### src/rtl/div_pkg.sv
// Shared types and default widths for the sequential restoring divider.
package div_pkg;

    // Controller states: accept operands, iterate, hold result.
    typedef enum logic [1:0] {
        IDLE = 2'd0,
        BUSY = 2'd1,
        DONE = 2'd2
    } div_state_e;

    // Default operand widths.
    localparam int DIV_DIVIDEND_W = 8;
    localparam int DIV_DIVISOR_W  = 4;

    // Iteration counter width for the default dividend width.
    localparam int DIV_CNT_W = $clog2(DIV_DIVIDEND_W);

endpackage

### src/rtl/div_step.sv
// One combinational restoring-division step: shift in a dividend bit,
// subtract the divisor when it fits, and report the quotient bit.
module div_step #(
    parameter int DIVISOR_W = 4
) (
    input  logic [DIVISOR_W:0]   rem_i,
    input  logic                 bit_i,
    input  logic [DIVISOR_W-1:0] divisor_i,
    output logic [DIVISOR_W:0]   rem_o,
    output logic                 q_o
);

    logic [DIVISOR_W:0] trial_s;
    logic [DIVISOR_W:0] dvs_ext_s;

    // Trial subtraction; restore (keep the shifted value) when the divisor does not fit.
    always_comb begin
        trial_s   = {rem_i[DIVISOR_W-1:0], bit_i};
        dvs_ext_s = {1'b0, divisor_i};
        rem_o     = trial_s;
        q_o       = 1'b0;
        if (trial_s >= dvs_ext_s) begin
            rem_o = trial_s - dvs_ext_s;
            q_o   = 1'b1;
        end else begin
            rem_o = trial_s;
            q_o   = 1'b0;
        end
    end

endmodule

### src/rtl/seq_divider.sv
// Sequential restoring divider, one quotient bit per cycle, valid/ready on
// both sides. Optional macro DIV_ZERO_CHECK_EN short-circuits a zero divisor
// straight to DONE and raises div_by_zero; without it a zero divisor runs
// the normal iterations and div_by_zero stays 0.
module seq_divider
    import div_pkg::*;
#(
    parameter int DIVIDEND_W = DIV_DIVIDEND_W,
    parameter int DIVISOR_W  = DIV_DIVISOR_W
) (
    input  logic                  clk,
    input  logic                  rst,
    input  logic                  in_valid,
    output logic                  in_ready,
    input  logic [DIVIDEND_W-1:0] dividend,
    input  logic [DIVISOR_W-1:0]  divisor,
    output logic                  out_valid,
    input  logic                  out_ready,
    output logic [DIVIDEND_W-1:0] quotient,
    output logic [DIVISOR_W-1:0]  remainder,
    output logic                  div_by_zero
);

    localparam int CNT_W = (DIVIDEND_W > 2) ? $clog2(DIVIDEND_W) : 1;
    localparam logic [CNT_W-1:0] CNT_LAST = CNT_W'(DIVIDEND_W - 1);
    localparam logic [CNT_W-1:0] CNT_ONE  = CNT_W'(1);

    div_state_e            state_q, state_d;
    logic [CNT_W-1:0]      cnt_q, cnt_d;
    logic [DIVISOR_W:0]    rem_q, rem_d;
    // Holds the unconsumed dividend bits; quotient bits shift in from the LSB.
    logic [DIVIDEND_W-1:0] dvd_q, dvd_d;
    logic [DIVISOR_W-1:0]  dvs_q, dvs_d;
    logic [DIVIDEND_W-1:0] quo_q, quo_d;
    logic [DIVISOR_W-1:0]  rmd_q, rmd_d;
    logic                  dbz_q, dbz_d;

    logic [DIVISOR_W:0]    step_rem_s;
    logic                  step_q_s;

    div_step #(
        .DIVISOR_W (DIVISOR_W)
    ) u_step (
        .rem_i     (rem_q),
        .bit_i     (dvd_q[DIVIDEND_W-1]),
        .divisor_i (dvs_q),
        .rem_o     (step_rem_s),
        .q_o       (step_q_s)
    );

    // Next-state and datapath control for the IDLE/BUSY/DONE sequence.
    always_comb begin
        state_d = state_q;
        cnt_d   = cnt_q;
        rem_d   = rem_q;
        dvd_d   = dvd_q;
        dvs_d   = dvs_q;
        quo_d   = quo_q;
        rmd_d   = rmd_q;
        dbz_d   = dbz_q;
        case (state_q)
            IDLE: begin
                if (in_valid) begin
`ifdef DIV_ZERO_CHECK_EN
                    if (divisor == {DIVISOR_W{1'b0}}) begin
                        state_d = DONE;
                        quo_d   = {DIVIDEND_W{1'b1}};
                        rmd_d   = dividend[DIVISOR_W-1:0];
                        dbz_d   = 1'b1;
                    end else begin
                        state_d = BUSY;
                        cnt_d   = CNT_LAST;
                        rem_d   = {(DIVISOR_W+1){1'b0}};
                        dvd_d   = dividend;
                        dvs_d   = divisor;
                    end
`else
                    state_d = BUSY;
                    cnt_d   = CNT_LAST;
                    rem_d   = {(DIVISOR_W+1){1'b0}};
                    dvd_d   = dividend;
                    dvs_d   = divisor;
`endif
                end else begin
                    state_d = IDLE;
                end
            end
            BUSY: begin
                rem_d = step_rem_s;
                dvd_d = {dvd_q[DIVIDEND_W-2:0], step_q_s};
                if (cnt_q == {CNT_W{1'b0}}) begin
                    state_d = DONE;
                    quo_d   = {dvd_q[DIVIDEND_W-2:0], step_q_s};
                    rmd_d   = step_rem_s[DIVISOR_W-1:0];
                    dbz_d   = 1'b0;
                end else begin
                    state_d = BUSY;
                    cnt_d   = cnt_q - CNT_ONE;
                end
            end
            DONE: begin
                if (out_ready) begin
                    state_d = IDLE;
                end else begin
                    state_d = DONE;
                end
            end
            default: begin
                state_d = IDLE;
            end
        endcase
    end

    // State, iteration datapath and result registers; reset aborts any operation.
    always_ff @(posedge clk or posedge rst) begin
        if (rst) begin
            state_q <= IDLE;
            cnt_q   <= {CNT_W{1'b0}};
            rem_q   <= {(DIVISOR_W+1){1'b0}};
            dvd_q   <= {DIVIDEND_W{1'b0}};
            dvs_q   <= {DIVISOR_W{1'b0}};
            quo_q   <= {DIVIDEND_W{1'b0}};
            rmd_q   <= {DIVISOR_W{1'b0}};
            dbz_q   <= 1'b0;
        end else begin
            state_q <= state_d;
            cnt_q   <= cnt_d;
            rem_q   <= rem_d;
            dvd_q   <= dvd_d;
            dvs_q   <= dvs_d;
            quo_q   <= quo_d;
            rmd_q   <= rmd_d;
            dbz_q   <= dbz_d;
        end
    end

    // Handshake flags decode the state register; results come straight from registers.
    always_comb begin
        in_ready    = (state_q == IDLE);
        out_valid   = (state_q == DONE);
        quotient    = quo_q;
        remainder   = rmd_q;
        div_by_zero = dbz_q;
    end

endmodule

### config.mk
export PLATFORM = sky130hd
export DESIGN_NAME = seq_divider
export DESIGN_NICKNAME = d
export VERILOG_FILES = /design/src/rtl/div_pkg.sv /design/src/rtl/div_step.sv /design/src/rtl/seq_divider.sv
export SDC_FILE = /design/constraint.sdc
export NUM_CORES = 1
export LEC_CHECK = 0
export BUFFER_PORTS_ARGS = -buffer_cell sky130_fd_sc_hd__clkbuf_2
export CORE_MARGIN = 8
export CORE_UTILIZATION = 38
export CTS_CLUSTER_DIAMETER = 100
export DETAILED_ROUTE_END_ITERATION = 8
export PLACE_DENSITY_LB_ADDON = 0.25
export SETUP_SLACK_MARGIN = 0.05
export SLEW_MARGIN = 25
export SYNTH_ARGS = -nofsm -noshare
export SYNTH_HDL_FRONTEND = slang
export SYNTH_SLANG_ARGS = --single-unit
### constraint.sdc
create_clock -name clk -period 2.2 [get_ports clk]
set_input_delay 0.66 -clock clk [delete_from_list [all_inputs] [get_ports clk]]
set_output_delay 0.66 -clock clk [all_outputs]
set_load 0.005 [all_outputs]
==> results by group, run 1 <==
Logic synthesis
  • Synth Net Count: 186
  • #FFs+latches synth: 33
  • Compound-cell area share of the yosys netlist: 9.13%
  • Adder and majority gate portion of the synthesized area: 5.98%
  • Syn_area_per_cell: 9.76 um2
  • Yosys Warn Count: 0
  • XOR/XNOR Fraction of Synth Area: 1.10%
  • Unique masters post-synth: 29
  • Post-synthesis cell area: 1590 um2
  • Simple-gate portion of the synthesized area: 17.8%
  • Mux share of post-synthesis cell area: 9.44%
  • Gate Count Post-Synth: 163
  • Predominant post-synthesis flop cell: dfrtp_1
  • Synth top area cells: dfrtp_1 (52%), nand2_1 (10%), mux2i_1 (5.7%)
  • Number of enable flip-flop cells after synthesis: 0
  • Sequential element share of the synthesized area: 51.9%
  • Synth area leader: dfrtp_1
  • Synth async-reset ratio: 100%
  • Post-synth top area share: 51.9%
  • Main combinational cell family by area after synthesis: simple AND/OR/NAND/NOR gates

Floorplan
  • Die Wd: 80.7 um
  • Initial core utilization: 39.5%
  • Die ar.: 6510 um2
  • FP Rows: 23
  • Die Ht: 80.7 um
  • I/O pin total: 31
  • Core Box Area: 4030 um2

Placed design
  • Placed insts: 238
  • Final HPWL DP: 2620 um
  • DP Area: 1790 um2
  • Port Buffers: 29
  • Gp weighted congestion: 0.839

STA
  • Final count of negative-setup-slack endpoints: 0
  • Max_slew headroom: 65.5%
  • Worst Skew: 0.00959 ns
  • Final period util: 84.5%
  • Tmin final: 1.86 ns
  • Setup_tns: 0 ns
  • Min Hold Slack: 0.436 ns
  • Fmax: 538 MHz
  • Slew @ Worst Pin: 0.515 ns
  • Endpoints failing hold: 0
  • Slew Limit Fails: 0
  • RSZ-0062 raised after global routing: no

Global routing
  • Total congestion overflow: 0
  • Total global-route track usage: 12.3%
  • Vias in the first global route: 1339
  • Antenna violations before repair: 0
  • Largest net degree at the start of global routing: 34
  • Wire length of the first global-routing pass: 6150 um

Power
  • Power Density: 1630 nW/um2
  • Worst vdd ir: 0.622 mV
  • Leakage: 1.03 nW

Clocking
  • Max Root-Sink Buffers: 2
  • Root Buffer: clkbuf_8
  • TritonCTS clock tree: built
  • Num CTS Buffers: 5
  • Num Clock Sinks: 33
  • H-tree levels: 2
  • Post-CTS resize count: 0
  • Clock transition at path regs: 0.07 ns
  • Setup Fix Bufs, Post-CTS: 0
  • Post-cts hold buffer count: 0
  • Clk_lat worst skew: 0.29 ns

Finish
  • Fraction of layout cells with a size suffix above 1: 25.5%
  • Commonest non-fill, non-tap cells in the layout: nand2_1 (44), dfrtp_1 (33), clkbuf_2 (29), o21ai_0 (13)
  • Multi-input gate area: 694 um2
  • Layout net count: 218
  • Fin area: 1910 um2
  • FILL cells: 404
  • Area Growth Syn to Fin: 20.0%
  • Ant. Diodes: 0
  • Register area: 826 um2
  • Commonest non-fill, non-tap cell in the layout: nand2_1
  • Final core occ: 47.4%
  • Layout Cells excl Fill: 246

Critical path
  • FF-to-FF End: remainder[0]$_DFFE_PP0N_
  • Setup crit start kind: flip-flop
  • Arrival time at the worst endpoint: 2.07 ns
  • Crit Path Class: flip-flop to flip-flop
  • Crit path capture type: flip-flop
  • R2R Path Start: dvd_q[7]$_DFFE_PP0P_
  • Critical path origin: dvd_q[7]$_DFFE_PP0P_
  • Register-to-register setup slack: 0.34 ns
  • Critical path required time: 2.41 ns
  • CP Max Fanout: 6
  • Register-to-Register Path Depth: 7
  • CP endpoint: remainder[0]$_DFFE_PP0N_

Routing
  • Routed wire per std cell: 14.0 um
  • Vias post-DR: 1193
  • DRC viols: 0
  • Antenna viol nets, final: 0
  • Vias/cell: 4.85
  • Drt pass-1 iters: 4
  • DRT iter0 DRCs: 52
  • Routed WL: 3430 um

Run status
  • Status: completed

Run
  • Number of max-cap violations: 0

Hold path
  • HP Class: input pin to asynchronous set/reset pin
[layout make-up]
class	count	share of cell area, %
multi-input combinational	113	36.4
inverter	9	1.77
clock inverter	1	1.57
clock buffer	7	4.52
timing repair buffer	33	9.18
sequential	33	43.3
tap	50	3.28
[cell usage after synthesis, types with 2 or more instances]
| cell type | count |
|---|---|
| mux2i_1 | 9 |
| nand2_1 | 44 |
| o21ai_0 | 13 |
| a21oi_1 | 2 |
| nand3_1 | 7 |
| o21ai_2 | 3 |
| clkbuf_1 | 5 |
| dfrtp_1 | 33 |
| nor2_1 | 5 |
| buf_2 | 2 |
| o31ai_1 | 2 |
| nor3_1 | 2 |
| ha_1 | 6 |
| mux2_2 | 4 |
| nand2b_1 | 4 |
| inv_1 | 9 |
[worst min-delay path by stage]
stage,startpoint,slack (ns),to
after global placement,quotient[3]$_DFFE_PP0N_,0.46,quotient[3]$_DFFE_PP0N_
final,rst,0.44,rem_q[1]$_DFFE_PP0P_
after global routing,rst,0.48,dvd_q[0]$_DFFE_PP0P_
after floorplan,dvd_q[0]$_DFFE_PP0P_,0.46,quotient[1]$_DFFE_PP0N_
after detailed placement,quotient[3]$_DFFE_PP0N_,0.46,quotient[3]$_DFFE_PP0N_
after CTS,rst,0.45,rem_q[2]$_DFFE_PP0P_
[layer usage]
layer	GRT usage (%)	routed length [um]	vias up	part of all wire (%)
met5	0	0	-	0
met4	6.61	91	0	2.7
met2	19.7	1690	19	49
met1	13.7	1490	573	43
li1	-	-	594	-
met3	4.91	160	7	4.7
[cells by family after synthesis]
logic type / Yosys count
xor gates and xnor gates: 2
other: 1
buffers and inverters: 17
adders and majority gates: 7
muxes: 14
AOI/OAI and AO/OA: 23
and+or+nand+nor: 66
DFF: 33
[worst max-delay path, stage by stage (launching register included)]
cell      delay, ns
dfrtp_1        0.37
inv_1          0.08
ha_1           0.24
nand2b_1       0.16
a211oi_2       0.29
o21ai_2        0.18
mux2_4         0.35
o21ai_2        0.12
[sequential cells by signal, indices dropped and copies added, names as in the netlist]
register,flops
dvd_q,8
state_q,2
remainder,4
cnt_q,3
rem_q,4
quotient,8
dvs_q,4
[report_power, final]
part           internal, mW  switching [mW]  total [mW]
Combinational         0.644           0.802        1.45
Sequential            0.898           0.174        1.07
Clock                 0.369           0.215       0.585
[per-stage QoR]
| stage | power [mW] | setup WS, ns |
|---|---|---|
| floorplan | 2.13 | 0.484 |
| global placement | 2.47 | 0.433 |
| detailed placement | 2.54 | 0.361 |
| CTS | 3.15 | 0.339 |
| global route | 3.41 | 0.213 |
| finish | 3.10 | 0.340 |
(Power assumes the default switching activity.)
==> inputs of run 2 (changes only) <==
- clock period: 2.2 -> 1.85 ns (I/O delays scaled with it)
==> run 2 against run 1 <==
  * Routed wire length is 1.6% lower
  * Sequential power rose by 21%
  * Die area unchanged
  * Combinational power up 33%
  * Register-to-register slack lost 0.28 ns
  * Non-clock buffer count increased by 2
  * Sequential cell count did not move
  * Hold slack lost 0.11 ns
  * Critical endpoint is now rem_q[3]$_DFFE_PP0P_
  * Largest power group unchanged
  * Highest routed layer unchanged
==> results by group, run 2 (same netlist as run 1, synthesis figures left out) <==
Placed design
  • Place WS: 0.0137 ns (-0.347 ns)
  • Port Buffers: 29 (unchanged)
  • Final HPWL DP: 2520 um (-3.9%)
  • Placed insts: 239 (+0.42%)
  • Gp weighted congestion: 0.827 (-1.5%)

Clocking
  • Num Clock Sinks: 33 (unchanged)
  • Post-cts hold buffer count: 0 (unchanged)
  • Clk_lat worst skew: 0.29 ns (about the same)
  • Num CTS Buffers: 5 (unchanged)
  • Root Buffer: clkbuf_8
  • H-tree levels: 2 (unchanged)
  • Max Root-Sink Buffers: 2 (unchanged)
  • TritonCTS clock tree: built
  • Clock transition at path regs: 0.07 ns (about the same)

Finish
  • Layout Cells excl Fill: 248 (+0.81%)
  • Ant. Diodes: 0 (unchanged)
  • Commonest non-fill, non-tap cells in the layout: nand2_1 (44), dfrtp_1 (33), clkbuf_2 (29), o21ai_0 (12), mux2i_1 (9)
  • Fraction of layout cells with a size suffix above 1: 29.3% (+3.8 points)
  • Layout net count: 220 (+0.92%)
  • Commonest non-fill, non-tap cell in the layout: nand2_1
  • Area Growth Syn to Fin: 22.7%

Routing
  • Routed wire per std cell: 13.6 um (-2.4%)
  • Vias post-DR: 1184 (-0.75%)
  • Drt pass-1 iters: 4 (unchanged)
  • Routed WL: 3380 um (-1.6%)
  • Vias/cell: 4.77 (-1.6%)
  • DRC viols: 0 (unchanged)
  • DRT iter0 DRCs: 45 (-13%)
  • Antenna viol nets, final: 0 (unchanged)

Critical path
  • CP Max Fanout: 2 (-4)
  • Crit path capture type: flip-flop
  • Arrival time at the worst endpoint: 1.99 ns (-0.08 ns)
  • Crit Path Class: flip-flop to flip-flop
  • Critical path required time: 2.05 ns (-0.36 ns)
  • Setup crit start kind: flip-flop

STA
  • Tmin final: 1.79 ns (-0.0705 ns)
  • Final count of negative-setup-slack endpoints: 0 (unchanged)
  • Setup_tns: 0 ns (unchanged)
  • Fmax: 559 MHz (+3.9%)
  • Endpoints failing hold: 0 (unchanged)
  • Final worst setup slack: 0.0604 ns (-0.280 ns)
  • Worst Skew: 0.00397 ns (-0.00562 ns)
  • Slew Limit Fails: 0 (unchanged)
  • RSZ-0062 raised after global routing: yes
  • Final period util: 96.7% (+12 points)

Hold path
  • HP Class: input pin to asynchronous set/reset pin

Global routing
  • Total congestion overflow: 0 (unchanged)
  • Vias in the first global route: 1261 (-5.8%)
  • Wire length of the first global-routing pass: 5670 um (-7.8%)
  • Largest net degree at the start of global routing: 34 (unchanged)
  • Antenna violations before repair: 0 (unchanged)
  • Total global-route track usage: 11.3% (-0.96 points)

Floorplan
  • Die Wd: 80.7 um (unchanged)
  • Core Box Area: 4030 um2 (unchanged)
  • FP Rows: 23 (unchanged)
  • Die ar.: 6510 um2 (unchanged)
  • I/O pin total: 31 (unchanged)
  • Die Ht: 80.7 um (unchanged)
  • Initial core utilization: 39.5% (unchanged)

Power
  • Leakage: 1.04 nW (+0.96%)
  • Worst vdd ir: 0.820 mV (+32%)
  • Overall power consumption: 3.75 mW (+21%)
  • Power Density: 1920 nW/um2 (+18%)

Run status
  • Status: completed

Run
  • Number of max-cap violations: 0 (unchanged)
run 2: worst paths after layout:
path | from | endpoint | slack [ns] | cells past startpoint
max | dvd_q[7]$_DFFE_PP0P_ | rem_q[3]$_DFFE_PP0P_ | 0.06 | 7
min | rst | rem_q[0]$_DFFE_PP0P_ | 0.33 | 3
max reg2reg | dvd_q[7]$_DFFE_PP0P_ | rem_q[3]$_DFFE_PP0P_ | 0.06 | 7
min reg2reg | quotient[7]$_DFFE_PP0N_ | quotient[7]$_DFFE_PP0N_ | 0.48 | 2
max in group asynchronous | rst | cnt_q[2]$_DFFE_PP0P_ | 1.23 | 3
min in group clk | out_ready | state_q[1]$_DFF_PP0_ | 0.46 | 2
run 2: cell type report:
type | instances | area [um2]
well taps | 50 | 62.6
inverters | 9 | 33.8
multi-input cells | 113 | 739
clock buffers | 5 | 68.8
fillers | 404 | 2080
repair buffers | 35 | 203
clock inverters | 3 | 17.5
flip-flops and latches | 33 | 826
run 2: metal layers:
metal  routed length, um  track usage (%)
met1                1410             12.2
met2                1770             18.7
met3                 165             4.46
met4                  29             6.25
met5                   0                0
run 2: critical path, cell delays in order (launching register included):
cell,delay (ns)
dfrtp_1,0.39
inv_2,0.08
ha_4,0.21
nand2b_4,0.14
a211oi_4,0.27
nor2_1,0.07
a211o_1,0.32
o31ai_1,0.23
run 2: report_power, final:
group | switching, mW | total (mW) | leakage, nW | internal [mW]
registers | 0.219 | 1.29 | 0.407 | 1.07
clock network | 0.270 | 0.529 | 0.0439 | 0.259
logic | 1.00 | 1.93 | 0.586 | 0.928
run 2: timing repair:
item,in CTS,in global routing
endpoints found under the setup margin,3,7
pin swaps,2,6
resized for setup,0,7
setup buffers,1,0
cloned,0,0
run 2: through the flow:
step	utilization (%)	cell area, um2	hold WS [ns]
floorplan	-	1590	0.460
global placement	45.0	1810	0.462
detailed placement	45.0	1810	0.463
CTS	47.3	1910	0.337
global route	48.4	1950	0.358
finish	48.4	1950	0.325
==> inputs of run 3 (changes only) <==
- GPL_TIMING_DRIVEN: not set -> 0
==> run 3 against run 2 <==
  * Register-to-register slack is essentially flat
  * Total power grew 6.3%
  * Clock-buffer cell count grew 2
  * Core utilization grew 0.84 points
  * Largest power group unchanged
==> results by group, run 3 (same netlist as run 1, synthesis figures left out) <==
Routing
  • DRC viols: 0 (unchanged)
  • DRT iter0 DRCs: 50 (+11%)
  • Drt pass-1 iters: 4 (unchanged)
  • Routed wire per std cell: 13.5 um (-1.1%)
  • Vias post-DR: 1192 (+0.68%)
  • Antenna viol nets, final: 0 (unchanged)
  • Routed WL: 3390 um (+0.50%)
  • Vias/cell: 4.73 (-0.92%)

Critical path
  • Setup crit start kind: flip-flop
  • CP Max Fanout: 5 (+3)
  • Crit Path Class: flip-flop to flip-flop
  • Arrival time at the worst endpoint: 2.01 ns (+0.02 ns)
  • Crit path capture type: flip-flop
  • Critical path required time: 2.07 ns (+0.02 ns)

STA
  • Final worst setup slack: 0.0599 ns (-0.000544 ns)
  • Tmin final: 1.79 ns (+0.000544 ns)
  • Final count of negative-setup-slack endpoints: 0 (unchanged)
  • Slew Limit Fails: 0 (unchanged)
  • Fmax: 559 MHz (about the same)
  • Slew @ Worst Pin: 0.700 ns
  • RSZ-0062 raised after global routing: yes
  • Endpoints failing hold: 0 (unchanged)
  • Max_slew headroom: 53.3%
  • Final period util: 96.8% (about the same)
  • Worst Skew: 0.00397 ns (-0.000000390 ns)
  • Min Hold Slack: 0.353 ns (+0.0279 ns)

Finish
  • Commonest non-fill, non-tap cells in the layout: nand2_1 (44), dfrtp_1 (33), clkbuf_2 (29), o21ai_0 (11), mux2i_1 (8)
  • Fin area: 1980 um2 (+1.7%)
  • Layout Cells excl Fill: 252 (+1.6%)
  • Register area: 826 um2 (unchanged)
  • Fraction of layout cells with a size suffix above 1: 29.2% (-0.085 points)
  • Commonest non-fill, non-tap cell in the layout: nand2_1
  • Layout net count: 224 (+1.8%)
  • FILL cells: 410 (+1.5%)
  • Ant. Diodes: 0 (unchanged)
  • Area Growth Syn to Fin: 24.8%
  • Multi-input gate area: 743 um2 (+0.51%)

Power
  • Worst vdd ir: 0.787 mV (-4.0%)
  • Overall power consumption: 3.99 mW (+6.3%)
  • Power Density: 2010 nW/um2 (+4.5%)
  • Leakage: 1.05 nW (+1.0%)

Clocking
  • Num CTS Buffers: 5 (unchanged)
  • Clk_lat worst skew: 0.29 ns (about the same)
  • Root Buffer: clkbuf_8
  • Max Root-Sink Buffers: 2 (unchanged)
  • TritonCTS clock tree: built
  • H-tree levels: 2 (unchanged)
  • Num Clock Sinks: 33 (unchanged)
  • Clock transition at path regs: 0.07 ns (about the same)
  • Post-cts hold buffer count: 0 (unchanged)

Floorplan
  • Core Box Area: 4030 um2 (unchanged)
  • FP Rows: 23 (unchanged)
  • Die Ht: 80.7 um (unchanged)
  • Die ar.: 6510 um2 (unchanged)
  • I/O pin total: 31 (unchanged)
  • Die Wd: 80.7 um (unchanged)
  • Initial core utilization: 39.5% (unchanged)

Global routing
  • Largest net degree at the start of global routing: 34 (unchanged)
  • Vias in the first global route: 1194 (-5.3%)
  • GR peak layer: met2
  • Total congestion overflow: 0 (unchanged)
  • Met1 Use GR: 13.4% (+1.3 points)
  • GRT met3 Usage: 4.69% (+0.22 points)
  • Met2 Track Usage GR: 18.0% (-0.72 points)
  • Total global-route track usage: 11.6% (+0.23 points)
  • Antenna violations before repair: 0 (unchanged)
  • Wire length of the first global-routing pass: 5650 um (-0.35%)

Run status
  • Status: completed

Run
  • Number of max-cap violations: 0 (unchanged)

Placed design
  • Port Buffers: 29 (unchanged)
  • Gp weighted congestion: 0.747 (-9.7%)
  • Placed insts: 242 (+1.3%)
  • Place WS: -0.0317 ns (-0.0455 ns)
  • Final HPWL DP: 2440 um (-3.2%)
  • DP Area: 1800 um2 (-0.76%)

Hold path
  • HP Class: input pin to asynchronous set/reset pin
## run 3: path summary, 6_finish.rpt
kind                       slack (ns)                    start  depth (start not counted)                       to
setup / recovery                 0.06     dvd_q[7]$_DFFE_PP0P_                          7     rem_q[0]$_DFFE_PP0P_
hold / removal                   0.35                      rst                          2     dvs_q[2]$_DFFE_PP0P_
setup reg to reg                 0.06     dvd_q[7]$_DFFE_PP0P_                          7     rem_q[0]$_DFFE_PP0P_
hold reg to reg                  0.48  quotient[7]$_DFFE_PP0N_                          2  quotient[7]$_DFFE_PP0N_
max in group asynchronous        1.04                      rst                          2     state_q[1]$_DFF_PP0_
min in group clk                 0.47                out_ready                          2     state_q[1]$_DFF_PP0_
## run 3: critical path: stages (launching register included)
cell and delay [ns]:
dfrtp_1 0.39, inv_2 0.09, ha_4 0.21, nand2b_4 0.15, a211oi_4 0.29, o21ai_4 0.14, mux2_4 0.35, o21ai_2 0.11
## run 3: power by group
| group | internal, mW | total [mW] | leakage, nW | switching [mW] |
|---|---|---|---|---|
| Sequential | 1.07 | 1.27 | 0.407 | 0.207 |
| Combinational | 0.936 | 2.00 | 0.582 | 1.07 |
| Clock | 0.439 | 0.709 | 0.0585 | 0.270 |
| Total | 2.44 | 3.99 | 1.05 | 1.54 |
## run 3: per-stage QoR
step                      utilization, %  TNS [ns]
after floorplan                        -         0
after global placement              44.6         0
after detailed placement            44.6   -0.0427
after CTS                           48.3         0
after global routing                49.3   -0.0359
final                               49.3         0
## run 3: timing repair
action / CTS / global route
buffers inserted: 1 / 2
cloned: 0 / 0
setup endpoints to repair: 8 / 13
resized for setup: 4 / 8
pin swaps: 4 / 5
## run 3: final cells by class
| cell class | instances | share of cell area [%] |
|---|---|---|
| buffer | 7 | 1.77 |
| clock buffer | 7 | 4.35 |
| clock inverter | 1 | 1.51 |
| inverter | 9 | 1.70 |
| multi-input combinational | 113 | 37.5 |
| sequential | 33 | 41.6 |
| tap | 50 | 3.15 |
| timing repair buffer | 32 | 8.45 |
## run 3: routing by layer
layer / part of all wire (%) / up-vias
met5: 0 / -
met4: 2.0 / 0
met3: 6.2 / 5
met2: 47 / 22
met1: 44 / 554
li1: - / 611
